==> src/rtl/fetch_pkg.sv <==
// Shared types and constants for the instruction fetch slice.
package fetch_pkg;

    localparam logic [31:0] RESET_VECTOR_DEFAULT = 32'hBFC0_0000;
    localparam int          INSTR_W              = 32;

    typedef enum logic [1:0] {
        IDLE,
        REQ,
        DISCARD,
        HELD
    } fetch_state_t;

endpackage

==> src/rtl/fetch_hold_buffer.sv <==
// One-entry {pc, instruction} buffer that parks a fetched word while decode is stalled.
module fetch_hold_buffer
    import fetch_pkg::*;
#(
    parameter int ADDR_W = 32
) (
    input  logic               clk,
    input  logic               reset,
    input  logic               load,
    input  logic               clear,
    input  logic [ADDR_W-1:0]  pc_in,
    input  logic [INSTR_W-1:0] instr_in,
    output logic               valid,
    output logic [ADDR_W-1:0]  pc,
    output logic [INSTR_W-1:0] instr
);

    // NOTE: the payload is reset as well as the valid bit; it is a single entry, and
    // a known value keeps X out of if_* even if valid is ever decoded incorrectly.
    always_ff @(posedge clk or posedge reset) begin
        if (reset) begin
            valid <= 1'b0;
            pc    <= '0;
            instr <= '0;
        end else if (load) begin
            valid <= 1'b1;
            pc    <= pc_in;
            instr <= instr_in;
        end else if (clear) begin
            valid <= 1'b0;
        end
    end

endmodule

==> src/rtl/instruction_fetch_unit.sv <==
// Program counter, instruction-memory handshake and decode-facing output register.
module instruction_fetch_unit
    import fetch_pkg::*;
#(
    parameter int                ADDR_W       = 32,
    parameter logic [ADDR_W-1:0] RESET_VECTOR = RESET_VECTOR_DEFAULT
) (
    input  logic               clk,
    input  logic               reset,
    input  logic               load,
    input  logic [ADDR_W-1:0]  target_pc,
    input  logic               stall_fetch,
    output logic               imem_req,
    output logic [ADDR_W-1:0]  imem_addr,
    input  logic               imem_ack,
    input  logic [INSTR_W-1:0] imem_rdata,
    output logic               instruction_memory_busy,
    output logic               if_valid,
    output logic [ADDR_W-1:0]  if_pc,
    output logic [INSTR_W-1:0] if_instruction
);

    fetch_state_t      state, state_nx;
    logic [ADDR_W-1:0] fetch_pc, fetch_pc_nx;
    logic [ADDR_W-1:0] stale_addr, stale_addr_nx;
    logic [ADDR_W-1:0] target_aligned;
    logic              buf_load, buf_clear, buf_valid;
    logic [ADDR_W-1:0] buf_pc;
    logic [INSTR_W-1:0] buf_instr;
    logic              deliver_mem, deliver_buf;

    assign target_aligned = target_pc & ~ADDR_W'(3);

    fetch_hold_buffer #(.ADDR_W(ADDR_W)) u_hold (
        .clk      (clk),
        .reset    (reset),
        .load     (buf_load),
        .clear    (buf_clear),
        .pc_in    (fetch_pc),
        .instr_in (imem_rdata),
        .valid    (buf_valid),
        .pc       (buf_pc),
        .instr    (buf_instr)
    );

    // NOTE: every signal gets a default before the case so no path can leave one
    // unassigned and infer a latch.
    always_comb begin
        state_nx      = state;
        fetch_pc_nx   = fetch_pc;
        stale_addr_nx = stale_addr;
        buf_load      = 1'b0;
        buf_clear     = 1'b0;
        deliver_mem   = 1'b0;
        deliver_buf   = 1'b0;
        case (state)
            IDLE: begin
                state_nx = REQ;
                if (load) fetch_pc_nx = target_aligned;
            end
            REQ: begin
                if (load) begin
                    // A redirect always wins the PC; an unacked request must still complete.
                    fetch_pc_nx = target_aligned;
                    if (!imem_ack) begin
                        stale_addr_nx = fetch_pc;
                        state_nx      = DISCARD;
                    end
                end else if (imem_ack) begin
                    fetch_pc_nx = fetch_pc + ADDR_W'(4);
                    if (stall_fetch) begin
                        buf_load = 1'b1;
                        state_nx = HELD;
                    end else begin
                        deliver_mem = 1'b1;
                    end
                end
            end
            DISCARD: begin
                if (load)     fetch_pc_nx = target_aligned;
                if (imem_ack) state_nx    = REQ;
            end
            HELD: begin
                if (load) begin
                    fetch_pc_nx = target_aligned;
                    buf_clear   = 1'b1;
                end
                if (!stall_fetch) begin
                    deliver_buf = buf_valid && !load;
                    buf_clear   = 1'b1;
                    state_nx    = REQ;
                end
            end
            default: state_nx = IDLE;
        endcase
    end

    assign imem_req  = (state == REQ) || (state == DISCARD);
    assign imem_addr = (state == DISCARD) ? stale_addr : fetch_pc;

    // Gated by reset so the flow controller sees an idle fetch while reset is held.
    assign instruction_memory_busy = !reset &&
        (((state == REQ) && !imem_ack) || (state == DISCARD) || (state == IDLE));

    // NOTE: state registers use non-blocking assignments so every flop samples
    // pre-edge values regardless of block ordering.
    always_ff @(posedge clk or posedge reset) begin
        if (reset) begin
            state      <= IDLE;
            fetch_pc   <= RESET_VECTOR;
            stale_addr <= RESET_VECTOR;
        end else begin
            state      <= state_nx;
            fetch_pc   <= fetch_pc_nx;
            stale_addr <= stale_addr_nx;
        end
    end

    always_ff @(posedge clk or posedge reset) begin
        if (reset) begin
            if_valid       <= 1'b0;
            if_pc          <= '0;
            if_instruction <= '0;
        end else if (!stall_fetch) begin
            if_valid <= deliver_mem || deliver_buf;
            if (deliver_mem) begin
                if_pc          <= fetch_pc;
                if_instruction <= imem_rdata;
            end else if (deliver_buf) begin
                if_pc          <= buf_pc;
                if_instruction <= buf_instr;
            end
        end
    end

endmodule

==> config.mk <==
export PLATFORM = sky130hd
export DESIGN_NAME = instruction_fetch_unit
export DESIGN_NICKNAME = d
export VERILOG_FILES = /design/src/rtl/fetch_pkg.sv /design/src/rtl/fetch_hold_buffer.sv /design/src/rtl/instruction_fetch_unit.sv
export SDC_FILE = /design/constraint.sdc
export NUM_CORES = 1
export LEC_CHECK = 0
export CAP_MARGIN = 40
export CORE_UTILIZATION = 41
export DETAILED_ROUTE_END_ITERATION = 8
export PLACE_DENSITY = 0.64
export SLEW_MARGIN = 20
export SYNTH_ARGS = -nofsm -noshare
export SYNTH_HDL_FRONTEND = slang
export SYNTH_SLANG_ARGS = --single-unit
==> constraint.sdc <==
create_clock -name clk -period 12.71 [get_ports clk]
set_clock_uncertainty 0.2 [all_clocks]
set_input_delay 3.813 -clock clk [delete_from_list [all_inputs] [get_ports clk]]
set_output_delay 3.813 -clock clk [all_outputs]
set_load 0.01 [all_outputs]
### Word level (Yosys, flattened, before mapping)

Cells that the tools add are included.

| storage, ports and cells | value |
|---|---|
| register bits | 196 |
| bits of input ports | 69 |
| output and inout port bits | 99 |
| logic and storage cells | 70 |

| cells by class | value |
|---|---|
| add/sub/neg operators | 1 |
| eq/ne operators | 9 |
| muxes and demuxes | 31 |
| bitwise operators | 2 |
| reductions and logical operators | 18 |

Operators with widths:

| cell | number |
|---|---|
| $mux 32 | 8 |
| $pmux 32 s2 | 1 |
| $add 32x3->32 const B | 1 |
| $mux 1 | 15 |
| $mux 2 | 6 |
| $ne 3x3->1 const B | 3 |
| $pmux 2 s4 | 1 |
| $reduce_and 5->1 | 1 |
| $eq 2x2->1 const B | 2 |
| $logic_or 1x1->1 | 4 |
| $ne 2x2->1 const B | 2 |
| $reduce_and 2->1 | 2 |
| $reduce_bool 2->1 | 2 |
| $logic_and 1x1->1 | 3 |
| $logic_not 1->1 | 3 |
| $reduce_and 3->1 | 1 |
| $reduce_or 3->1 | 1 |
| $eq 2x1->1 const B | 1 |
| $logic_not 2->1 | 1 |
| $ne 2x1->1 const B | 1 |
| $not 1->1 | 2 |

### Logic depth before layout (Yosys ltp)

Gate-level depths: netlist of the first run.

| logic depth | value |
|---|---|
| depth in word-level cells | 6 |
| gate-level depth with buffers | 10 |

### Cells and area by module

A second synthesis of the first run with hierarchy kept.

| second synthesis, totals | value |
|---|---|
| cells, all modules | 754 |
| area total of the unflattened synthesis | 8989.9 um^2 |

Modules (own cells, without submodules):

| module | instances | cells an instance | area each (um^2) | seq. area each (um^2) |
|---|---|---|---|---|
| instruction_fetch_unit | 1 | 615 | 6371.1 | 3200.6 |
| fetch_hold_buffer | 1 | 139 | 2618.8 | 1626.6 |

### Worst setup path after synthesis of the first run

Ideal clock, no wire load.

| path | value |
|---|---|
| path type | in2out |
| from | input port imem_ack |
| to | output port instruction_memory_busy |
| arrival | 4.163 ns |
| required time | 8.697 ns |
| path slack | 4.534 ns |
| stages | 3 |
| buffers on the path | 0 |
| cells stage by stage | nor2b_1 nor3_1 nor2_1 |

| on the way | value |
|---|---|
| cells in the longest elaborated chain, start to end | 5 |

Ends and longest elaborated chain:

| what | RTL line | text |
|---|---|---|
| start, declared | instruction_fetch_unit.sv:15 | `input logic imem_ack,` |
| $logic_not 1->1 | instruction_fetch_unit.sv:103 | `(((state == REQ) && !imem_ack) \|\| (state == DISCARD) \|\| (state == IDLE));` |
| $logic_and 1x1->1 | instruction_fetch_unit.sv:103 |  |
| $logic_or 1x1->1 (2 in a row) | instruction_fetch_unit.sv:103 |  |
| $logic_and 1x1->1 | instruction_fetch_unit.sv:102 | `assign instruction_memory_busy = !reset &&` |
| end, declared | instruction_fetch_unit.sv:17 | `output logic instruction_memory_busy,` |

Every way passes these cells.

### Final worst setup path of the first run

Same ends and word-level chain as after synthesis.

==> impl_results.md, run 1 <==
- Layout-stage area growth over the synthesis result: 28.0%
- Clock-pin slew reported for the worst setup and hold paths after clock tree synthesis: 70 ps
- Largest fanout on the critical path: 7
- Startpoint kind of the worst setup timing path: input port
- Via Count: 6,315
- Vias per cell: ~5.3
- Ant diodes: 0
- Overall overflow remaining after global route: 0
- Cell taking the most area after synthesis: sky130_fd_sc_hd__dfrtp_1
- Number of setup buffers added after CTS: 0
- Part of the cycle the worst path needs: 74.3%
- Cell types occupying the most area after synthesis: sky130_fd_sc_hd__dfrtp_1 (48%), sky130_fd_sc_hd__mux2_2 (14%), sky130_fd_sc_hd__mux2i_1 (7.4%)
- Number of flops mapped to enable cells by yosys: 0
- Largest net degree at the start of global routing: 117
- Status: finished, final reports clean
- Synth cell types: 47
- Number of DRC markers after the initial detailed-route iteration: between 300 and 400
- Floorplan die width: 149 um
- Synth warn: 0
- Power per standard cell area: approximately 210 nW/um^2
- Chip height: 149 um
- Sort of element at the end of the critical path: primary output
- Synthesized cell area: 8810 um^2
- Clock tree from TritonCTS: done
- Cell type of the slowest stage on the worst timing path: sky130_fd_sc_hd__clkdlybuf4s50_1
- Area of the core: around 21,000 um^2
- Kind of path behind the tightest hold check: reg2reg
- Share of cells above drive strength 1: 19.8%
- Period minus WS final: 9440 ps
- Static Leakage: approximately 4.4 nW
- Antenna violations before repair: 0
- Final hold vios: 0
- Boundary Pins: 168
- Gates resized, CTS repair: 0
- CP top delay family: buffers and inverters
- Worst path cell trace: clkdlybuf4s50_1 -> nor2b_1 -> nor3_1 -> nor2_1 -> clkdlybuf4s50_1
- Initial cell density of the core: 41.9%
- Commonest cells after routing, fill and taps aside: sky130_fd_sc_hd__dfrtp_1 (170), sky130_fd_sc_hd__clkdlybuf4s50_1 (161), sky130_fd_sc_hd__mux2_2 (113)
- CTS root buffer: sky130_fd_sc_hd__clkbuf_16
- Post-route cell area: 11,300 um^2
- First-pass detailed-route iteration total: 4
- Arr. time, crit path: 5430 ps
- H-tree levels: 4
- Cell area reported after detailed placement: approximately 11,000 um^2
- Yosys top cell area share: 48.3%
- Required time at the endpoint of the critical path: approximately 8700 ps
- Detailed Route WL: 20,800 um
- Buffers and inverters on the worst path: 2
- Number of rows created at floorplan: 53
- Synthesis-stage register bit count: 188
- Final weighted congestion of routability-driven global placement: 0.756
- Total of endpoints with negative setup slack in the final report: 0
- Commonest non-fill, non-tap cell in the layout: sky130_fd_sc_hd__dfrtp_1
- Max-cap viol count: 0
- Dominant register cell in the synthesized netlist: sky130_fd_sc_hd__dfrtp_1
- Setup slack of the worst register-to-register path: around 9600 ps
- Clock buffers created by TritonCTS: 17
- I/O Buffers: approximately 160
- Die area: 22,100 um^2
- Setup Total Neg Slack: 0 ps
- Antenna Nets Post-Route: 0
- Relative slew slack: 50.1%
- Final Slew Violations: 0
- Wire length of the first global-routing pass: between 30,000 and 40,000 um
- DP Wirelength: 13,700 um
- Mapped Avg Cell Area: 11.3 um^2
- RSZ-0062 raised after global routing: no
- Number of nets at the end of the flow: 980
- Post-route total power: 2.38 mW
- DRC: 0
- Wire per inst: 17.4 um
- Slew at the pin closest to its max-slew limit: 747 ps
- Classification of the worst setup path: in2out
- Gate count of the mapped netlist: ~800
- Number of global-route vias before repair: 6,242
- Clock sink count: 188
- Clock network latency to the later pin of the worst-skew pair: 420 ps
- Most repeated library cell on the critical path: sky130_fd_sc_hd__clkdlybuf4s50_1
- Ys async rst share: 100%
- Global-route total usage across every layer: 19.7%
- CTS Hold Bufs: 0
- Deepest clock path buffer count: 2
- Highest achievable clock rate: 106 MHz
- CP max stage delay: 590 ps
- Sequential area share after synthesis: 53.7%
- Max VDD drop: roughly 0.11 mV
==> registers in the layout, indices dropped and copies added (netlist names) <==
register and cells:
if_pc 30, if_instruction 32, state 2, if_valid 1
stale_addr 30, u_hold.pc 30, fetch_pc 30, u_hold.valid 1
u_hold.instr 32
==> cell usage after synthesis (all sizes together), types with 6 or more instances <==
library cell    n
a21oi           6
a31oi          12
buf            38
clkbuf         32
dfrtp         170
dfstp          18
inv             9
mux2          113
mux2i          65
nand2          97
nand3          13
nand4          12
nor2           21
nor3            7
nor4            7
o21ai          86
o31ai           7
or4            11
xnor2           7
==> where the power goes <==
group	leakage, nW	internal [mW]	switching, mW
clock	0.306	0.339	0.225
combinational	1.84	0.469	0.321
sequential	2.26	0.870	0.151
total	4.41	1.68	0.697
==> metrics by stage <==
stage | setup slack (ps) | std cells | util (%) | hold slack, ps
after global routing | 3200 | 1193 | 53.7 | 314
final | 3270 | 1193 | 53.7 | 283
after global placement | 3270 | 1157 | 50.2 | 262
after CTS | 3280 | 1190 | 53.3 | 289
after detailed placement | 3290 | 1159 | 50.4 | 280
after floorplan | 3610 | 784 | - | 250
==> worst reg2reg max path, delay by kind of cell (launching register included) <==
kind / cells / cell delay (ps)
buffers and inverters: 3 / 800
DFF: 1 / 400
adders and majority gates: 1 / 310
and+or+nand+nor: 2 / 1090
AOI/OAI and AO/OA: 1 / 190
==> final cells by class <==
cell class / instances / area, um^2
fill: 1833 / 9740
multi-input combinational: 517 / 3770
clock inverter: 11 / 165
tap: 275 / 344
clock buffer: 20 / 457
sequential: 188 / 4730
inverter: 9 / 41.3
timing repair buffer: 173 / 1770
==> routing by layer <==
metal | track usage (%) | part of all wire (%) | wire length [um] | vias up
met1 | 28.3 | 47 | 9840 | 3096
met3 | 4.29 | 6.2 | 1300 | 26
li1 | - | - | - | 3015
met2 | 29.2 | 45 | 9290 | 178
met5 | 0 | 0 | 0 | -
met4 | 6.70 | 1.7 | 358 | 0
==> kinds of logic after synthesis <==
kind of cell	Yosys count	share of synthesized area, %
flip-flops	188	53.7
XOR/XNOR	10	0.994
AND/OR/NAND/NOR	191	10.5
AO/OA/AOI/OAI	129	8.41
multiplexers	178	21.8
other	1	0.0426
adder cells (fa/ha/maj)	5	0.710
buffers and inverters	79	3.91
==> path summary, 6_finish.rpt <==
path | start | to | cells after the start
max in group asynchronous | reset | fetch_pc[7] | 5
min in group asynchronous | reset | if_instruction[9] | 2
hold / removal | stale_addr[25] | stale_addr[25] | 2
setup / recovery | imem_ack | instruction_memory_busy | 5
hold reg to reg | stale_addr[25] | stale_addr[25] | 2
setup reg to reg | state[1] | if_instruction[29] | 7
Power figures use the tool's default switching activity.
==> run 2, diff against run 1 <==
--- a/config.mk
+++ b/config.mk
@@ -8,7 +8,7 @@
 export CAP_MARGIN = 40
 export CORE_UTILIZATION = 41
 export DETAILED_ROUTE_END_ITERATION = 8
-export PLACE_DENSITY = 0.64
+export PLACE_DENSITY = 0.67
 export SLEW_MARGIN = 20
 export SYNTH_ARGS = -nofsm -noshare
 export SYNTH_HDL_FRONTEND = slang
==> constraint.sdc (replaced) <==
create_clock -name clk -period 8.4 [get_ports clk]
set_clock_uncertainty 0.2 [all_clocks]
set_input_delay 2.52 -clock clk [delete_from_list [all_inputs] [get_ports clk]]
set_output_delay 2.52 -clock clk [all_outputs]
set_load 0.01 [all_outputs]
==> run 2 against run 1 <==
Sequential power increased by 52%. Clock-buffer cell count increased by 3. Highest routed layer is now met5. Final cell count grew 0.17%. Utilization is 0.13 points lower. Combinational power grew 50%. Non-clock buffer count grew 1. Sequential share of layout area increased by 0.10 points. Setup slack got worse by 1700 ps. Total power rose by 50%. Register-to-register slack got worse by 4200 ps. Global-route usage grew 0.22 points.
==> impl_results.md, run 2 (synthesis gave the netlist of run 1 again) <==
- Boundary Pins: 168 (unchanged)
- Final hold vios: 0 (unchanged)
- Number of rows created at floorplan: 53 (unchanged)
- Clock network latency to the later pin of the worst-skew pair: 430 ps (was 420 ps)
- Total of endpoints with negative setup slack in the final report: 0 (unchanged)
- Max VDD drop: 0.159 mV (was 0.106 mV)
- Clock buffers created by TritonCTS: 17 (unchanged)
- Gates resized, CTS repair: 0 (unchanged)
- Via Count: 6,430 (was 6,315)
- Ant diodes: 0 (unchanged)
- I/O Buffers: 161 (unchanged)
- Clock-pin slew reported for the worst setup and hold paths after clock tree synthesis: 70 ps (about the same)
- Largest fanout on the critical path: 7 (unchanged)
- Dpl cells: 1,161 (was 1,159)
- Post-route total power: 3.56 mW (was 2.38 mW)
- Highest achievable clock rate: 147 MHz
- CTS root buffer: sky130_fd_sc_hd__clkbuf_16 (unchanged)
- Setup Total Neg Slack: 0 ps (unchanged)
- Chip height: 149 um (unchanged)
- Classification of the worst setup path: in2out (unchanged)
- Final cell count without fillers: 1,195 (was 1,193)
- Worst hold margin: 280 ps (was 283 ps)
- Commonest cells after routing, fill and taps aside: sky130_fd_sc_hd__dfrtp_1 (170), sky130_fd_sc_hd__clkdlybuf4s50_1 (161), sky130_fd_sc_hd__mux2_2 (113) (unchanged)
- Post-route cell area: 11,300 um^2 (about the same)
- Power per standard cell area: 316 nW/um^2 (was 211 nW/um^2)
- Wire length of the first global-routing pass: 33,700 um (was 33,600 um)
- Commonest non-fill, non-tap cell in the layout: sky130_fd_sc_hd__dfrtp_1 (unchanged)
- Worst slack at placement: 1570 ps (was 3290 ps)
- Clock tree from TritonCTS: done (unchanged)
- Slew at the pin closest to its max-slew limit: 833 ps (was 747 ps)
- Initial cell density of the core: 41.9% (unchanged)
- DRC: 0 (unchanged)
- Period minus WS final: between 6000 and 7000 ps
- H-tree levels: 4 (unchanged)
- Layout-stage area growth over the synthesis result: 27.7% (was 28.0%)
- Kind of path behind the tightest hold check: reg2reg (unchanged)
- Global-route total usage across every layer: 19.9% (was 19.7%)
- Overall overflow remaining after global route: 0 (unchanged)
- Final Slew Violations: 0 (unchanged)
- Number of DRC markers after the initial detailed-route iteration: 389 (was 357)
- Part of the cycle the worst path needs: 81.0%
- Clock sink count: 188 (unchanged)
- Util after Layout: 53.5% (was 53.7%)
- Status: finished, final reports clean (unchanged)
- Largest net degree at the start of global routing: 100 (was 117)
- Arr. time, crit path: 4090 ps (was 5430 ps)
- Wire per inst: 17.7 um (was 17.4 um)
- Vias per cell: 5.38 (was 5.29)
- Number of global-route vias before repair: 6,158 (was 6,242)
- Required time at the endpoint of the critical path: 5680 ps (was 8700 ps)
- Number of nets at the end of the flow: 981 (was 980)
- RSZ-0062 raised after global routing: no (unchanged)
- Deepest clock path buffer count: 2 (unchanged)
- DP Wirelength: 14,000 um (was 13,700 um)
- First-pass detailed-route iteration total: 5 (was 4)
- Floorplan die width: 149 um (unchanged)
- Relative slew slack: 44.4% (was 50.1%)
- Share of cells above drive strength 1: 19.8% (about the same)
- PnR worst setup slack: 1590 ps (was 3270 ps)
- Startpoint kind of the worst setup timing path: input port (unchanged)
- Antenna violations before repair: 1 (was 0)
- Final weighted congestion of routability-driven global placement: 0.798 (was 0.756)
- Die area: 22,100 um^2 (unchanged)
- Fill count: 1,803 (was 1,833)
- Max-cap viol count: 0 (unchanged)
- Cell area reported after detailed placement: 10,600 um^2 (about the same)
- CTS Hold Bufs: 0 (unchanged)
- Largest regs: if_instruction x32, u_hold.instr x32 (unchanged)
- Static Leakage: 4.37 nW (was 4.41 nW)
- Area of the core: 21,000 um^2 (unchanged)
- Number of setup buffers added after CTS: 0 (unchanged)
- Sort of element at the end of the critical path: primary output (unchanged)
- Detailed Route WL: 21,200 um (was 20,800 um)
- Antenna Nets Post-Route: 0 (unchanged)
-- run 2: cell type report --
cell class	instances	area [um^2]	area share [%]
clock buffer	23	478	4.25
multi-input combinational	517	3760	33.5
timing repair buffer	174	1780	15.8
inverter	9	41.3	0.367
sequential	188	4730	42.0
clock inverter	9	114	1.01
tap	275	344	3.06
-- run 2: metal layers --
layer	part of all wire, %	global-route usage, %	wire length, um
met1	47	28.0	9950
met2	45	30.3	9610
met3	6.7	5.21	1410
met4	0.85	5.15	180
met5	0.061	0	13
-- run 2: worst max-delay path: stages --
cell and delay, ps:
sky130_fd_sc_hd__clkdlybuf4s50_1 600, sky130_fd_sc_hd__nor2b_1 100, sky130_fd_sc_hd__nor3_1 310, sky130_fd_sc_hd__nor2_1 80
sky130_fd_sc_hd__clkdlybuf4s50_1 480
-- run 2: path summary, 6_finish.rpt --
| path | start | to | slack [ps] | cells past startpoint |
|---|---|---|---|---|
| hold reg to reg | stale_addr[23] | stale_addr[23] | 280 | 2 |
| hold / removal | stale_addr[23] | stale_addr[23] | 280 | 2 |
| max in group asynchronous | reset | if_instruction[31] | 4250 | 4 |
| min in group asynchronous | reset | if_instruction[11] | 2300 | 2 |
| setup reg to reg | state[1] | if_instruction[17] | 5390 | 7 |
| setup / recovery | imem_ack | instruction_memory_busy | 1590 | 5 |
-- run 2: report_power, final --
group | internal, mW | switching (mW) | total (mW)
clock | 0.464 | 0.353 | 0.817
sequential | 1.32 | 0.233 | 1.55
combinational | 0.710 | 0.484 | 1.19
==> run 3, diff against run 2 <==
--- a/config.mk
+++ b/config.mk
@@ -8,7 +8,7 @@
 export CAP_MARGIN = 40
 export CORE_UTILIZATION = 41
 export DETAILED_ROUTE_END_ITERATION = 8
-export PLACE_DENSITY = 0.67
+export PLACE_DENSITY = 0.64
 export SLEW_MARGIN = 20
 export SYNTH_ARGS = -nofsm -noshare
 export SYNTH_HDL_FRONTEND = slang
==> constraint.sdc (replaced) <==
create_clock -name clk -period 6.3 [get_ports clk]
set_clock_uncertainty 0.2 [all_clocks]
set_input_delay 1.89 -clock clk [delete_from_list [all_inputs] [get_ports clk]]
set_output_delay 1.89 -clock clk [all_outputs]
set_load 0.01 [all_outputs]
==> run 3 against run 2 <==
Clock-buffer cell count fell by 1. Utilization barely moved. Register-to-register slack got worse by 1900 ps. Sequential share of layout area hardly changed. Final area about the same. Critical path depth is the same. Non-clock buffer count shrank 1. Sequential power increased by 33%. Global-route usage shrank 0.26 points. Critical endpoint unchanged.
==> impl_results.md, run 3 (synthesis gave the netlist of run 1 again) <==
- Largest net degree at the start of global routing: 189 (was 100)
- Clock network latency to the later pin of the worst-skew pair: 430 ps (about the same)
- Clock tree from TritonCTS: done (unchanged)
- Number of nets at the end of the flow: 980 (was 981)
- CTS Hold Bufs: 0 (unchanged)
- Chip height: 149 um (unchanged)
- Floorplan die width: 149 um (unchanged)
- Final weighted congestion of routability-driven global placement: 0.774 (was 0.798)
- Deepest clock path buffer count: 2 (unchanged)
- CTS root buffer: sky130_fd_sc_hd__clkbuf_16 (unchanged)
- Worst path cell trace: clkdlybuf4s50_1 -> nor2b_1 -> nor3_1 -> nor2_1 -> clkdlybuf4s50_1 (unchanged)
- Status: finished, final reports clean (unchanged)
- Gates resized, CTS repair: 0 (unchanged)
- Most repeated library cell on the critical path: sky130_fd_sc_hd__clkdlybuf4s50_1 (unchanged)
- Destination of the worst register-to-register timing path: fetch_pc[26] (was if_instruction[17])
- Setup crit end: instruction_memory_busy (unchanged)
- I/O Buffers: 161 (unchanged)
- Max-cap viol count: 0 (unchanged)
- Switching component of the power: 1.41 mW (was 1.07 mW)
- Power per standard cell area: 424 nW/um^2 (was 316 nW/um^2)
- Final hold vios: 0 (unchanged)
- Layout-stage area growth over the synthesis result: 27.8% (was 27.7%)
- Overall overflow remaining after global route: 0 (unchanged)
- H-tree levels: 4 (unchanged)
- First-pass detailed-route iteration total: 4 (was 5)
- Total of endpoints with negative setup slack in the final report: 0 (unchanged)
- Clock buffers created by TritonCTS: 17 (unchanged)
- Highest achievable clock rate: about 180 MHz
- Crit. path cell count: 5 (unchanged)
- Clock-pin slew reported for the worst setup and hold paths after clock tree synthesis: 60 ps (was 70 ps)
- Fill count: 1,844 (was 1,803)
- Boundary Pins: 168 (unchanged)
- Combinational fraction of design power: 33.5% (about the same)
- Start of the worst register-to-register path: state[1] (unchanged)
- Initial cell density of the core: 41.9% (unchanged)
- Final Slew Violations: 0 (unchanged)
- Number of setup buffers added after CTS: 0 (unchanged)
- Number of global-route vias before repair: 6,142 (was 6,158)
- Period minus WS final: 5600 ps
- DRC: 0 (unchanged)
- Slew at the pin closest to its max-slew limit: 778 ps (was 833 ps)
- Largest fanout on the critical path: 7 (unchanged)
- Critical path launch point: imem_ack (unchanged)
- Setup slack of the worst register-to-register path: 3520 ps (was 5390 ps)
- RSZ-0062 raised after global routing: no (unchanged)
- Required time at the endpoint of the critical path: 4210 ps (was 5680 ps)
- Antenna Nets Post-Route: 0 (unchanged)
- Internal power of the cells: 3.35 mW (was 2.49 mW)
- Via Count: 6,322 (was 6,430)
- Wire per inst: 17.5 um (was 17.7 um)
- Antenna violations before repair: 1 (unchanged)
- Commonest cells after routing, fill and taps aside: sky130_fd_sc_hd__dfrtp_1 (170), sky130_fd_sc_hd__clkdlybuf4s50_1 (161), sky130_fd_sc_hd__mux2_2 (113) (unchanged)
- Sort of element at the end of the critical path: primary output (unchanged)
- Classification of the worst setup path: in2out (unchanged)
- Buffers and inverters on the worst path: 2 (unchanged)
- Clock sink count: 188 (unchanged)
- Max VDD drop: 0.230 mV (was 0.159 mV)
- Arr. time, crit path: 3510 ps (was 4090 ps)
- Part of the cycle the worst path needs: 88.9%
- Number of cell instances on the worst register-to-register path: 6 (was 7)
- Wire length of the first global-routing pass: 33,300 um (was 33,700 um)
- Share of cells above drive strength 1: 19.7% (was 19.8%)
- Die area: 22,100 um^2 (unchanged)
- Ant diodes: 0 (unchanged)
- Fraction of power consumed by sequential logic: 43.2% (was 43.5%)
- Commonest non-fill, non-tap cell in the layout: sky130_fd_sc_hd__dfrtp_1 (unchanged)
- Number of rows created at floorplan: 53 (unchanged)
- Startpoint kind of the worst setup timing path: input port (unchanged)
- Area of the core: 21,000 um^2 (unchanged)
- Relative slew slack: 48.2% (was 44.4%)
- Setup Total Neg Slack: 0 ps (unchanged)
- Largest regs: if_instruction x32, u_hold.instr x32 (unchanged)
- Detailed Route WL: 20,900 um (was 21,200 um)
- CP top delay family: buffers and inverters (unchanged)
- CP max stage delay: 600 ps (about the same)
- Kind of path behind the tightest hold check: reg2reg (unchanged)
- Global-route total usage across every layer: 19.6% (was 19.9%)
- Vias per cell: 5.29 (was 5.38)
- DP Wirelength: 13,400 um (was 14,000 um)
- Number of DRC markers after the initial detailed-route iteration: 326 (was 389)
- Switching fraction of total power: 29.7% (was 30.0%)
- Cell type of the slowest stage on the worst timing path: sky130_fd_sc_hd__clkdlybuf4s50_1 (unchanged)
- Post-route total power: 4.77 mW (was 3.56 mW)
- Clk network pwr share: 23.3% (was 23.0%)
- Static Leakage: 4.39 nW (was 4.37 nW)
-- run 3: area by class of cell --
cell class	instances	area [um^2]	area share, %
Sequential cell	188	4730	42.0
Multi-Input combinational cell	517	3770	33.5
Timing Repair Buffer	173	1770	15.8
Clock buffer	22	464	4.12
Tap cell	275	344	3.06
Clock inverter	10	139	1.23
Inverter	9	37.5	0.333
-- run 3: power by group through the flow --
stage	Sequential, mW	Clock, mW	Combinational (mW)
after global placement	2.06	0	1.58
final	2.06	1.11	1.60
after floorplan	2.08	0	0.804
after global routing	2.13	1.19	1.75
after detailed placement	2.08	0	1.61
after CTS	2.06	1.14	1.61
-- run 3: tightest hold or removal path: stages (launching register included) --
cell,delay [ps]
sky130_fd_sc_hd__dfrtp_1,340
sky130_fd_sc_hd__nand2_1,50
sky130_fd_sc_hd__o21ai_0,60
-- run 3: worst min-delay path by stage --
stage                         startpoint             end  slack, ps  cells after the start
final                     stale_addr[16]  stale_addr[16]        280                      2
after global routing            if_valid        if_valid        300                      1
after CTS                  u_hold.pc[16]   u_hold.pc[16]        280                      2
after detailed placement   u_hold.pc[16]   u_hold.pc[16]        270                      2
after global placement    stale_addr[16]  stale_addr[16]        260                      2
after floorplan            u_hold.pc[16]   u_hold.pc[16]        250                      2
-- run 3: stage by stage --
step	cells	utilization (%)	hold WS [ps]	setup slack, ps	cell area (um^2)
global placement	1158	50.3	265	723	10600
detailed placement	1159	50.4	270	756	10600
CTS	1191	53.3	285	753	11200
finish	1194	53.5	280	698	11300
floorplan	784	-	250	1800	8820
global route	1194	53.5	302	701	11300
-- run 3: routing by layer --
metal  vias to the layer above  share of wire (%)  wire, um  GRT usage [%]
met2                       177                 44      9130           29.3
met3                        30                6.2      1310           4.82
met5                         -                  0         0              0
met1                      3088                 49     10200           27.9
li1                       3027                  -         -              -
met4                         0                1.6       328           6.19
